### config.mk
export PLATFORM = sky130hd
export DESIGN_NAME = a2_serial_sched
export DESIGN_NICKNAME = d
export VERILOG_FILES = /design/src/rtl/a2_serial_sched.sv
export SDC_FILE = /design/constraint.sdc
export NUM_CORES = 1
export LEC_CHECK = 0
export BUFFER_PORTS_ARGS = -buffer_cell sky130_fd_sc_hd__buf_4
export CAP_MARGIN = 30
export CORE_MARGIN = 2
export CORE_UTILIZATION = 57
export DETAILED_ROUTE_END_ITERATION = 8
export HOLD_SLACK_MARGIN = 0.1
export PLACE_DENSITY = 0.85
export SLEW_MARGIN = 20
export SYNTH_ARGS = -nofsm -noshare
export SYNTH_HDL_FRONTEND = slang
export SYNTH_SLANG_ARGS = --single-unit
### constraint.sdc
create_clock -name clk -period 3.4 [get_ports clk]
set_clock_uncertainty 0.05 [all_clocks]
set_input_delay 0.68 -clock clk [delete_from_list [all_inputs] [get_ports clk]]
set_output_delay 0.68 -clock clk [all_outputs]
set_load 0.05 [all_outputs]
### src/rtl/a2_serial_sched.sv
// a2_serial_sched: streams a 3-share state one nibble per cycle through a shared
// pipelined datapath and reassembles the delayed results into the output shares.
module a2_serial_sched #(
  parameter int NIBBLES    = 16,
  parameter int PIPE_DEPTH = 2
) (
  input  logic                 clk,
  input  logic                 rst,
  input  logic                 start,
  input  logic [4*NIBBLES-1:0] in_s1,
  input  logic [4*NIBBLES-1:0] in_s2,
  input  logic [4*NIBBLES-1:0] in_s3,
  output logic                 busy,
  output logic                 done,
  output logic [4*NIBBLES-1:0] out_s1,
  output logic [4*NIBBLES-1:0] out_s2,
  output logic [4*NIBBLES-1:0] out_s3,
  output logic [3:0]           dp_x1,
  output logic [3:0]           dp_x2,
  output logic [3:0]           dp_x3,
  output logic                 dp_en,
  input  logic [3:0]           dp_y1,
  input  logic [3:0]           dp_y2,
  input  logic [3:0]           dp_y3
);
  localparam int W  = 4 * NIBBLES;
  localparam int CW = $clog2(NIBBLES + 1);
  typedef enum logic [1:0] {IDLE, FEED, DRAIN, DONE} state_e;
  state_e                state_q;
  logic [W-1:0]          sh1_q, sh2_q, sh3_q, out1_q, out2_q, out3_q;
  logic [CW-1:0]         feed_cnt_q, col_cnt_q;
  logic [PIPE_DEPTH-1:0] vld_q;
  logic                  cap;
  assign cap    = vld_q[PIPE_DEPTH-1];
  assign busy   = state_q == FEED || state_q == DRAIN;
  assign done   = state_q == DONE;
  assign dp_en  = state_q == FEED;
  // Shift registers fill with zeros, so after the last nibble they drive 0 to the datapath.
  assign dp_x1  = sh1_q[3:0];
  assign dp_x2  = sh2_q[3:0];
  assign dp_x3  = sh3_q[3:0];
  assign out_s1 = out1_q;
  assign out_s2 = out2_q;
  assign out_s3 = out3_q;
  always_ff @(posedge clk) begin
    if (rst) begin
      state_q    <= IDLE;
      sh1_q      <= '0;
      sh2_q      <= '0;
      sh3_q      <= '0;
      out1_q     <= '0;
      out2_q     <= '0;
      out3_q     <= '0;
      feed_cnt_q <= '0;
      col_cnt_q  <= '0;
      vld_q      <= '0;
    end else begin
      vld_q <= (vld_q << 1) | PIPE_DEPTH'(state_q == FEED);
      if (cap) begin
        out1_q    <= {dp_y1, out1_q[W-1:4]};
        out2_q    <= {dp_y2, out2_q[W-1:4]};
        out3_q    <= {dp_y3, out3_q[W-1:4]};
        col_cnt_q <= col_cnt_q + 1'b1;
      end
      case (state_q)
        IDLE: if (start) begin
          sh1_q      <= in_s1;
          sh2_q      <= in_s2;
          sh3_q      <= in_s3;
          feed_cnt_q <= '0;
          col_cnt_q  <= '0;
          state_q    <= FEED;
        end
        FEED: begin
          sh1_q      <= sh1_q >> 4;
          sh2_q      <= sh2_q >> 4;
          sh3_q      <= sh3_q >> 4;
          feed_cnt_q <= feed_cnt_q + 1'b1;
          if (feed_cnt_q == CW'(NIBBLES - 1)) state_q <= DRAIN;
        end
        DRAIN: if (cap && col_cnt_q == CW'(NIBBLES - 1)) state_q <= DONE;
        DONE: state_q <= IDLE;
      endcase
    end
  end
endmodule

==> results.md <==
- H-tree depth: 2
- WP buf/inv: 2
- Headroom to the max-slew limit: 51.6%
- Final nets: 2,095
- Residual DRC: 0
- Root buffer cell: clkbuf_16
- Detailed Routing Iterations Pass 1: 6
- Most frequent cells in the layout: buf_4, dfxtp_1, nor2_1, mux2i_1, a211oi_1
- Setup TNS: 0 ns
- Post-cts sizing count: 0
- Fin. Hold Viols: 0
- Netlist cell types: 35
- Pwr per Cell Area: 753 mW/mm2
- Worst-Skew Late Latency: 0.53 ns
- GRT overflow: 0
- Die Y: 171 um
- Post-DP HPWL: 27,100 um
- Remaining antenna violation count: 0
- Syn Area/Cell: 10.2 um2
- Area fraction in compound gates after synthesis: 10.1%
- Total GRT Usage: 26.2%
- Share of cells above drive strength 1: 27.0%
- XOR/XNOR Fraction of Synth Area: 0.166%
- Yosys reg bits: 398
- Slowest stage delay, CP: 0.75 ns
- Startpoint types: flop
- Reg clk slew, reported paths: 0.06 ns
- GP Congestion: 0.814
- Largest fanout on the critical path: 117
- Status: finished, final reports clean
- Vias in the first global route: 11,900
- Initial antenna violation count: 3
- Maximum VDD drop: 0.000487 V
- Die ar.: 0.0291 mm2
- Crit path time final: 2.48 ns
- Post-synth top area share: 50.3%
- Width of the die: 171 um
- Post-Syn Nets: 1,761
- Syn Inst Count: 1,546
- Adder-cell share of the synthesized area: 0.632%
- Largest net degree at the start of global routing: 118
- Worst-path cell with the longest stage delay: mux2_8
- P&R area growth vs syn: 28.7%
- PortBufs: 413
- Synth area leaders: dfxtp_1, mux2i_1, nor2_1, a211oi_1, buf_2
- HP Class: input pin to flop
- Max clock buf depth: 3
- Critical Path RT: 3.79 ns
- Final setup violation count: 0
- Mapped cell area: 0.0158 mm2
- Final period util: 73.0%
- Commonest non-fill, non-tap cell in the layout: buf_4
- DR iter-0 viols: 664
- Setup Crit Path Kind: flop to flop
- # Post-CTS Setup Buffers: 0
- First-pass GRT wire length: 61,700 um
- Wire per inst: 17.5 um
- Rows: 61
- Fmax: 403 MHz
- RSZ-0062 raised after global routing: false
- Crit path cell chain: inv_1 -> ha_1 -> mux2_8 -> buf_4 -> nor2_1 -> a211oi_1
- Vias/cell: 5.36
- Slew Viols, Final: 0
- Via count: 12,300
- Synth area leader: dfxtp_1
- Post-cts hold buffer count: 0
- Number of fill cells: 1,935
- CTS Buf Count: 41
- Actual slew at the worst max-slew pin: 0.726 ns
- CTS tree: done
- Largest family of logic cells by synthesized area: multiplexers
- Fin util: 74.0%
- Max_cap viols: 0
- Ys Warns: 0
- Post-synthesis mux area share: 23.8%
- Initial core utilization: 57.4%
- Core area: 0.0276 mm2
- Post-synthesis sequential area ratio: 50.3%
- CP delay by family, top: multiplexers
- I/O Pins: 414
- Simple-Gate Fraction of Synth Area: 9.92%
- Crit path DAT: 2.87 ns
- Leak pwr: 8.23 nW
- Drt total wl: 40,000 um
- CP Capture Type: flop
- Clock sinks: 398
-- layer usage --
metal / routed length [um] / GRT usage [%] / up-vias
li1: - / - / 6074
met1: 15500 / 30.4 / 5765
met2: 19500 / 44.9 / 351
met3: 3700 / 9.39 / 83
met4: 1280 / 8.66 / 4
met5: 21 / 0 / -
-- kinds of logic (layout without fill, tap and decap cells) --
family,count (synthesis),after routing
adder cells (fa/ha/maj),8,8
other,0,1
AO/OA/AOI/OAI,205,205
AND/OR/NAND/NOR,409,409
flip-flops,398,398
XOR/XNOR,3,3
buffers and inverters,147,512
multiplexers,376,376
-- synthesized netlist by cell type (all sizes together) --
| master | count |
|---|---|
| a211oi | 180 |
| a21boi | 1 |
| a21oi | 3 |
| a22oi | 12 |
| a32oi | 2 |
| and3 | 2 |
| and3b | 1 |
| buf | 97 |
| clkbuf | 43 |
| dfxtp | 398 |
| ha | 8 |
| inv | 7 |
| mux2 | 2 |
| mux2i | 374 |
| nand2 | 5 |
| nand2b | 1 |
| nand3 | 1 |
| nand3b | 1 |
| nand4 | 1 |
| nor2 | 391 |
| nor2b | 4 |
| o21ai | 3 |
| o311a | 1 |
| o311ai | 1 |
| o31ai | 1 |
| o41ai | 1 |
| or3 | 2 |
| xnor2 | 1 |
| xor2 | 2 |
-- flip-flops by register name (all words and copies together) (netlist names) --
| signal | count |
|---|---|
| vld_q | 2 |
| out_s1 | 64 |
| col_cnt_q | 5 |
| sh1_q | 64 |
| state_q | 2 |
| out_s2 | 64 |
| sh3_q | 64 |
| sh2_q | 64 |
| feed_cnt_q | 5 |
| out_s3 | 64 |
-- worst paths after layout --
kind | slack (ns) | endpoint | startpoint | cells past startpoint
hold reg to reg | 0.39 | vld_q[1] | vld_q[0] | 1
hold / removal | 0.34 | sh1_q[60] | in_s1[60] | 3
setup / recovery | 0.92 | sh3_q[29] | state_q[0] | 6
setup reg to reg | 0.92 | sh3_q[29] | state_q[0] | 6
-- cell type report --
type                    count  area (um2)  area share [%]
clock buffers              60        1230            6.04
repair buffers            431        3370            16.5
clock inverters            14         209            1.03
diodes                      1        2.50          0.0123
flip-flops and latches    398        7970            39.1
inverters                   7        26.3           0.129
multi-input cells        1001        7100            34.8
well taps                 378         473            2.32
-- worst min-delay path, stage by stage --
cell     delay [ns]
buf_4          0.07
a22oi_1        0.05
nor2_1         0.07
-- power by group --
group          internal (W)  leakage, nW  switching [W]
combinational       0.00192         4.27        0.00259
sequential          0.00558         3.25       0.000520
clock               0.00290        0.708        0.00183
total                0.0104         8.23        0.00494
-- through the flow --
step / power, W / instances / instance area (um2) / setup slack (ns) / hold WS (ns)
after floorplan: 0.00990 / 1546 / 15800 / 1.37 / 0.364
after global placement: 0.0105 / 2215 / 18900 / 1.07 / 0.371
after detailed placement: 0.0107 / 2215 / 18900 / 0.962 / 0.379
after CTS: 0.0154 / 2289 / 20400 / 0.939 / 0.313
after global routing: 0.0161 / 2289 / 20400 / 0.676 / 0.334
final: 0.0153 / 2290 / 20400 / 0.918 / 0.337
No activity file was read; power rests on OpenSTA's default activity.
